[config.mk]
export PLATFORM = sky130hd
export DESIGN_NAME = censor_mask_ctrl
export DESIGN_NICKNAME = d
export VERILOG_FILES = /design/src/rtl/censor_mask_ctrl.sv
export SDC_FILE = /design/constraint.sdc
export NUM_CORES = 1
export LEC_CHECK = 0
export CAP_MARGIN = 20
export CORE_MARGIN = 10
export CORE_UTILIZATION = 35
export DETAILED_ROUTE_END_ITERATION = 6
export GPL_ROUTABILITY_DRIVEN = 0
export SKIP_LAST_GASP = 1
export SLEW_MARGIN = 20
export SYNTH_ARGS = -nofsm -noshare
export SYNTH_HDL_FRONTEND = slang
export SYNTH_SLANG_ARGS = --single-unit
[constraint.sdc]
create_clock -name clk -period 2.55 [get_ports clk]
set_input_delay 0.6375 -clock clk [delete_from_list [all_inputs] [get_ports clk]]
set_output_delay 0.6375 -clock clk [all_outputs]
set_load 0.03 [all_outputs]
[src/rtl/censor_mask_ctrl.sv]
// censor_mask_ctrl: per-pixel rectangular censor mask with SOF-latched region and framing checks.
// The pixel that carries SOF is scored against the region being captured on that same cycle.
module censor_mask_ctrl #(
   parameter int COORD_W = 11
) (
   input  logic               clk,
   input  logic               rst_n,
   input  logic               cfg_en,
   input  logic [COORD_W-1:0] cfg_x0,
   input  logic [COORD_W-1:0] cfg_x1,
   input  logic [COORD_W-1:0] cfg_y0,
   input  logic [COORD_W-1:0] cfg_y1,
   input  logic               pix_valid,
   input  logic               pix_sof,
   input  logic               pix_eol,
   output logic               mask_bit,
   output logic               mask_valid,
   output logic               busy,
   output logic               err_sync
);
   localparam logic IDLE = 1'b0;
   localparam logic ACTIVE = 1'b1;
   localparam logic [COORD_W-1:0] MAX = '1;

   logic               state_q, state_d;
   logic [COORD_W-1:0] x_q, x_d, y_q, y_d;
   logic               en_q, en_d;
   logic [COORD_W-1:0] x0_q, x0_d, x1_q, x1_d, y0_q, y0_d, y1_q, y1_d;
   logic               mask_bit_q, mask_bit_d, mask_valid_q, mask_valid_d, err_q, err_d;
   logic               sof, eval, hit;
   logic [COORD_W-1:0] cx, cy;

   always_comb begin
      sof          = pix_valid & pix_sof;
      eval         = pix_valid & (state_q == ACTIVE | pix_sof);
      cx           = pix_sof ? '0 : x_q;
      cy           = pix_sof ? '0 : y_q;
      en_d         = sof ? cfg_en : en_q;
      x0_d         = sof ? cfg_x0 : x0_q;
      x1_d         = sof ? cfg_x1 : x1_q;
      y0_d         = sof ? cfg_y0 : y0_q;
      y1_d         = sof ? cfg_y1 : y1_q;
      // inverted bounds fall out naturally: no coordinate can satisfy both compares
      hit          = en_d & (x0_d <= cx) & (cx <= x1_d) & (y0_d <= cy) & (cy <= y1_d);
      state_d      = eval ? ACTIVE : state_q;
      x_d          = !eval ? x_q : pix_eol ? '0 : (cx == MAX) ? cx : cx + COORD_W'(1);
      y_d          = !eval ? y_q : (pix_eol && cy != MAX) ? cy + COORD_W'(1) : cy;
      mask_valid_d = eval;
      mask_bit_d   = eval & hit;
      err_d        = eval & ((sof & state_q == ACTIVE & x_q != '0) | cx == MAX);
   end

   always_ff @(posedge clk or negedge rst_n) begin
      if (!rst_n) begin
         state_q      <= IDLE;
         x_q          <= '0;
         y_q          <= '0;
         en_q         <= 1'b0;
         x0_q         <= '0;
         x1_q         <= '0;
         y0_q         <= '0;
         y1_q         <= '0;
         mask_bit_q   <= 1'b0;
         mask_valid_q <= 1'b0;
         err_q        <= 1'b0;
      end else begin
         state_q      <= state_d;
         x_q          <= x_d;
         y_q          <= y_d;
         en_q         <= en_d;
         x0_q         <= x0_d;
         x1_q         <= x1_d;
         y0_q         <= y0_d;
         y1_q         <= y1_d;
         mask_bit_q   <= mask_bit_d;
         mask_valid_q <= mask_valid_d;
         err_q        <= err_d;
      end
   end

   assign mask_bit   = mask_bit_q;
   assign mask_valid = mask_valid_q;
   assign busy       = state_q == ACTIVE;
   assign err_sync   = err_q;
endmodule

# Word level (Yosys, flattened, before mapping)
# Cells that the tools add are included.
# totals
ff_bits	71
in_bits	50
elab_cells	43
# classes
n_addsub	2
order_cmp	4
n_eq_ne	2
mux	10
bitwise_logic	12
reduce_logical	2
# ops
op	n
$mux W11	9
$le A11 B11 Y1	4
$add A11 B1 Y11 const B	2
$eq A11 B11 Y1 const B	1
$ne A11 B11 Y1 const B	1
$reduce_bool A11 Y1	1
$and A1 B1 Y1	10
$or A1 B1 Y1	2
$logic_and A1 B1 Y1	1
$mux W1	1

# Logic depth before layout (Yosys ltp)
# Gate-level depths: netlist of run 1.
# depth
depth_word	8
mapped_depth	13

# Worst setup path before layout of run 1
# OpenSTA, ideal clock, no wires.
# synth_timing
kind	input-to-reg
startpoint	in pix_sof
endpoint	reg mask_bit_q, in the netlist mask_bit
setup_time_ns	0.104
t_arrival_ns	3.067
required_ns	2.446
path_slack_ns	-0.621
cell_stages	12
n_path_buf	4
path_cell_list	buf_6 buf_2 nand2_1 buf_2 buf_2 mux2_2 ha_1 a41oi_1 o21ai_0 a2111oi_0 o221ai_1 a221oi_1
# synth_lines
item	line_no	text
start: declaration	14	input logic pix_sof,
$and A1 B1 Y1	34	sof = pix_valid & pix_sof;
$mux W11	41	y0_d = sof ? cfg_y0 : y0_q;
via y0_d[6]	28	logic [COORD_W-1:0] x0_q, x0_d, x1_q, x1_d, y0_q, y0_d, y1_q, y1_d;
$le A11 B11 Y1	44	hit = en_d & (x0_d <= cx) & (cx <= x1_d) & (y0_d <= cy) & (cy <= y1_d);
$and A1 B1 Y1 (2 in series)	44	
$and A1 B1 Y1	49	mask_bit_d = eval & hit;
via mask_bit_d	29	logic mask_bit_q, mask_bit_d, mask_valid_q, mask_valid_d, err_q, err_d;
end signal: assignment	75	mask_bit_q <= mask_bit_d;
end: declaration	29	
# The timed path passes the listed nets, and every way through them passes these cells.
# A chain may end at the register's enable or synchronous reset.

# Final worst setup path of run 1
# Same ends and word-level chain as after synthesis.

==> parameters.txt, run 1 <==
Parameter                              Value

Floorplanning
  Io pins ... 54
  Die Outline Area ... 0.01729 mm^2
  Floorplan row count ... 40
  Core region area ... 0.01211 mm^2
  Die Ht ... 131.5 um
  Die X-Extent ... 131.5 um
  Initial Utilization ... 35.93%

CTS
  Maximum buffer depth of the clock tree ... 2
  Clock Tree Root ... sky130_fd_sc_hd__clkbuf_16
  Number of CTS-inserted buffers ... 9
  Deepest level of the CTS H-tree ... 3
  TritonCTS clock tree ... built
  Clock-pin slew on the worst setup and hold paths ... 0.05 ns
  Clk sink count ... 71
  Clock latency on the worst-skew pair ... 0.34 ns
  # hold bufs at CTS ... 0

Yosys
  Mapped Nets ... 521
  Async set-or-reset flop fraction in the synthesized netlist ... 100.0%
  Post-synth top cells ... 71 x sky130_fd_sc_hd__dfrtp_1, 50 x sky130_fd_sc_hd__inv_1, 46 x sky130_fd_sc_hd__ha_1
  Flop and latch count out of synthesis ... 71
  Yosys synthesis warning count ... 0
  Cell types with the largest area share after synthesis ... sky130_fd_sc_hd__dfrtp_1 41%, sky130_fd_sc_hd__ha_1 13%, sky130_fd_sc_hd__mux2_2 6.7%
  Post-Syn Area per Cell ... 10.24 um^2
  Most numerous cell in the Yosys netlist ... sky130_fd_sc_hd__dfrtp_1
  Post-Syn Area ... 0.004352 mm^2
  Share of the synthesized area in the top cell type ... 40.83%
  Cells after Synth ... about 430
  EDFF count, synth ... 0
  Number of distinct standard cells referenced by the synthesized netlist ... 54
  Most instantiated flip-flop cell in the synthesis netlist ... sky130_fd_sc_hd__dfrtp_1
  Most area-hungry cell type in the Yosys netlist ... sky130_fd_sc_hd__dfrtp_1
  Portion of the post-synthesis area used by sequential elements ... 40.83%

Routing
  First DRT Iteration DRCs ... 250
  Drt total wl ... 11,060 um
  Via count of the routed design ... about 3.4k
  DRC errors left ... 0
  Via/cell ratio ... 4.855
  Count of TritonRoute iterations in the first routing pass ... 5
  Average wire per standard cell ... roughly 16 um
  Post-DRT Antenna Nets ... 0

Layout
  Count of placed standard cells in the final layout, fillers left out ... roughly 710
  Final design instance area without fill ... 0.006163 mm^2
  Fin nets ... between 600 and 700
  Fraction of layout instances using a drive strength above 1 ... 27.17%
  Synthesis-to-layout area growth ... 41.63%
  Ant. Diodes ... 0
  Filler Cells Inserted ... 1,107

Setup path
  Worst R2R End ... mask_bit$_DFF_PN0_
  Count of buffer and inverter cells on the critical path ... 4
  Kind of critical path ... in -> reg
  Crit path max fanout ... 7
  Reg-to-Reg Start ... x_q[8]$_DFFE_PN0P_
  Number of cells on the worst reg-to-reg path ... 8
  Critical path data required time ... 2.79 ns
  Longest individual stage delay on the worst path ... 0.32 ns
  Kind of end point of the critical path ... flip-flop
  Standard cell with the maximum stage delay on the critical path ... sky130_fd_sc_hd__mux2_4
  Reg-to-reg setup timing slack ... ~0.50 ns
  CP Launch Type ... input pin
  List of cells traversed by the critical path ... buf_2 -> nand2_4 -> buf_12 -> buf_8 -> mux2_4 -> ha_4 -> nand4_1 -> buf_4 -> nor3_4 -> o221ai_2 -> a221oi_2
  Family of cells with the greatest summed delay on the critical path ... buffers and inverters
  Arrival time of the worst setup path ... roughly 2.7 ns

Global route
  Vias in the first global route ... 3,743
  Largest net degree at the start of global routing ... 27
  Antenna violations before repair ... 0
  Overall Global Routing Usage ... approximately an eighth
  Wire length of the first global-routing pass ... 18,960 um
  Gr ovfl total ... 0

Timing
  Crit path time final ... 2.423 ns
  Post-route clock period utilization ... ~95%
  Final Hold Fails ... 0
  Normalized max-slew margin ... 62.00%
  Clk_skew ... ~0.0039 ns
  Worst hold slack across all endpoints ... 0.2925 ns
  Pin slew with the least headroom to its limit ... 0.5699 ns
  Post-route worst setup slack ... 0.1267 ns
  Final Max Tran Viols ... 0
  Max Clock Freq ... just over 0.4 GHz
  Final number of setup-violating endpoints ... 0
  Unrepaired setup endpoints after global routing ... false

Power and ir drop
  P_leak ... 0.002973 uW
  Power density over the cells ... 535.5 mW/mm^2
  Total power ... 3301 uW
  Worst IR Drop VDD ... 0.0003141 V

Placement
  Post-Place Cells ... 687
  Number of buffers inserted by port buffering ... 53
  Total placed instance area ... about 0.0057 mm^2
  Worst slack, placed ... -0.6963 ns
  Half-perimeter wire length after detailed placement ... roughly 8400 um

Worst hold path
  Hold Path Class ... in -> async

Run status
  Status ... finished, final reports clean

Job
  Max_cap viols ... 0
-- registers in the layout (all words and copies together) (netlist names), 11 cells and up --
signal and cells:
x_q 11, y_q 11, x0_q 11, y0_q 11, x1_q 11, y1_q 11
-- worst max-delay path by stage --
stage	depth (start not counted)	start	slack (ns)	endpoint
floorplan	12	pix_sof	-0.14	mask_bit$_DFF_PN0_
global placement	10	pix_valid	-0.64	mask_bit$_DFF_PN0_
detailed placement	10	pix_valid	-0.70	mask_bit$_DFF_PN0_
CTS	11	pix_sof	0.06	mask_bit$_DFF_PN0_
global route	11	pix_sof	0.006	mask_bit$_DFF_PN0_
finish	11	pix_sof	0.13	mask_bit$_DFF_PN0_
-- report_power, final --
group | switching (uW) | internal (uW)
Clock | 451 | 754
Combinational | 372 | 429
Sequential | 43.3 | 1250
Total | 867 | 2430
-- routing by layer --
metal | vias up | global-route usage [%] | part of all wire, %
met5 | - | 0 | 0
met4 | 0 | 5.006 | 2.0
met3 | 17 | 3.125 | 2.9
met2 | 52 | 20.61 | 45
met1 | 1639 | 17.74 | 50
li1 | 1734 | - | -
-- layout by cell type, fill, tap and decap left out, types with 4 or more instances in the layout --
cell                              netlist  final
sky130_fd_sc_hd__dfrtp_1               71     71
sky130_fd_sc_hd__buf_4                  0     53
sky130_fd_sc_hd__clkdlybuf4s50_1        0     50
sky130_fd_sc_hd__inv_1                 50     49
sky130_fd_sc_hd__ha_1                  46     34
sky130_fd_sc_hd__nand2_1               29     28
sky130_fd_sc_hd__nand2b_1              21     20
sky130_fd_sc_hd__mux2i_1               21     19
sky130_fd_sc_hd__a21oi_1               19     18
sky130_fd_sc_hd__mux2_2                26     16
sky130_fd_sc_hd__nand4_1               11     11
sky130_fd_sc_hd__o21ai_0               16     11
sky130_fd_sc_hd__nor2_1                12     11
sky130_fd_sc_hd__mux2_4                 0     10
sky130_fd_sc_hd__ha_4                   0     10
sky130_fd_sc_hd__clkbuf_16              0      9
sky130_fd_sc_hd__buf_12                 0      8
sky130_fd_sc_hd__nand3_1                7      7
sky130_fd_sc_hd__o21ai_1                3      7
sky130_fd_sc_hd__a211oi_1               9      6
sky130_fd_sc_hd__nand3b_1               6      6
sky130_fd_sc_hd__nor3_1                 7      5
sky130_fd_sc_hd__nor4_1                 5      5
sky130_fd_sc_hd__xnor2_1                5      5
sky130_fd_sc_hd__clkbuf_8               0      4
-- area by class of cell --
class | count | area (um^2) | share of cell area [%]
multi-input cells | 289 | 2585 | 41.94
flip-flops and latches | 71 | 1777 | 28.83
repair buffers | 116 | 1116 | 18.11
clock buffers | 14 | 284.0 | 4.608
well taps | 168 | 210.2 | 3.410
inverters | 51 | 191.4 | 3.106
-- cells by family (layout without fill, tap and decap cells) --
family / count (synthesis) / in the layout / share of synthesized area, %
flops: 71 / 71 / 40.83
buf+inv: 65 / 181 / 6.124
compound gates: 67 / 67 / 9.776
xor+xnor: 8 / 8 / 1.610
fa+ha+maj: 46 / 46 / 13.23
simple gates: 121 / 121 / 16.88
mux: 47 / 47 / 11.56
-- stage by stage --
| stage | setup TNS [ns] | utilization, % |
|---|---|---|
| floorplan | -1.037 | - |
| CTS | 0 | 50.71 |
| global placement | -9.145 | 47.12 |
| finish | 0 | 50.89 |
| detailed placement | -9.690 | 47.12 |
| global route | 0 | 50.89 |
-- what timing repair did --
action | in CTS | in global routing
cloned | 1 | 0
setup buffers | 7 | 0
pin swaps | 8 | 2
setup endpoints to repair | 18 | 1
gates resized for setup | 22 | 5
No activity file was read; power rests on OpenSTA's default activity.
==> run 2, diff against run 1 <==
--- a/config.mk
+++ b/config.mk
@@ -5,7 +5,6 @@
 export SDC_FILE = /design/constraint.sdc
 export NUM_CORES = 1
 export LEC_CHECK = 0
-export CAP_MARGIN = 20
 export CORE_MARGIN = 10
 export CORE_UTILIZATION = 35
 export DETAILED_ROUTE_END_ITERATION = 6
==> results of run 2 <==
Same layout as run 1: the final DEF is identical, and so are final timing and power.
==> run 3, diff against run 2 <==
--- a/config.mk
+++ b/config.mk
@@ -5,6 +5,7 @@
 export SDC_FILE = /design/constraint.sdc
 export NUM_CORES = 1
 export LEC_CHECK = 0
+export CAP_MARGIN = 20
 export CORE_MARGIN = 10
 export CORE_UTILIZATION = 35
 export DETAILED_ROUTE_END_ITERATION = 6
==> results of run 3 <==
Same layout as run 1: the final DEF is identical, and so are final timing and power.
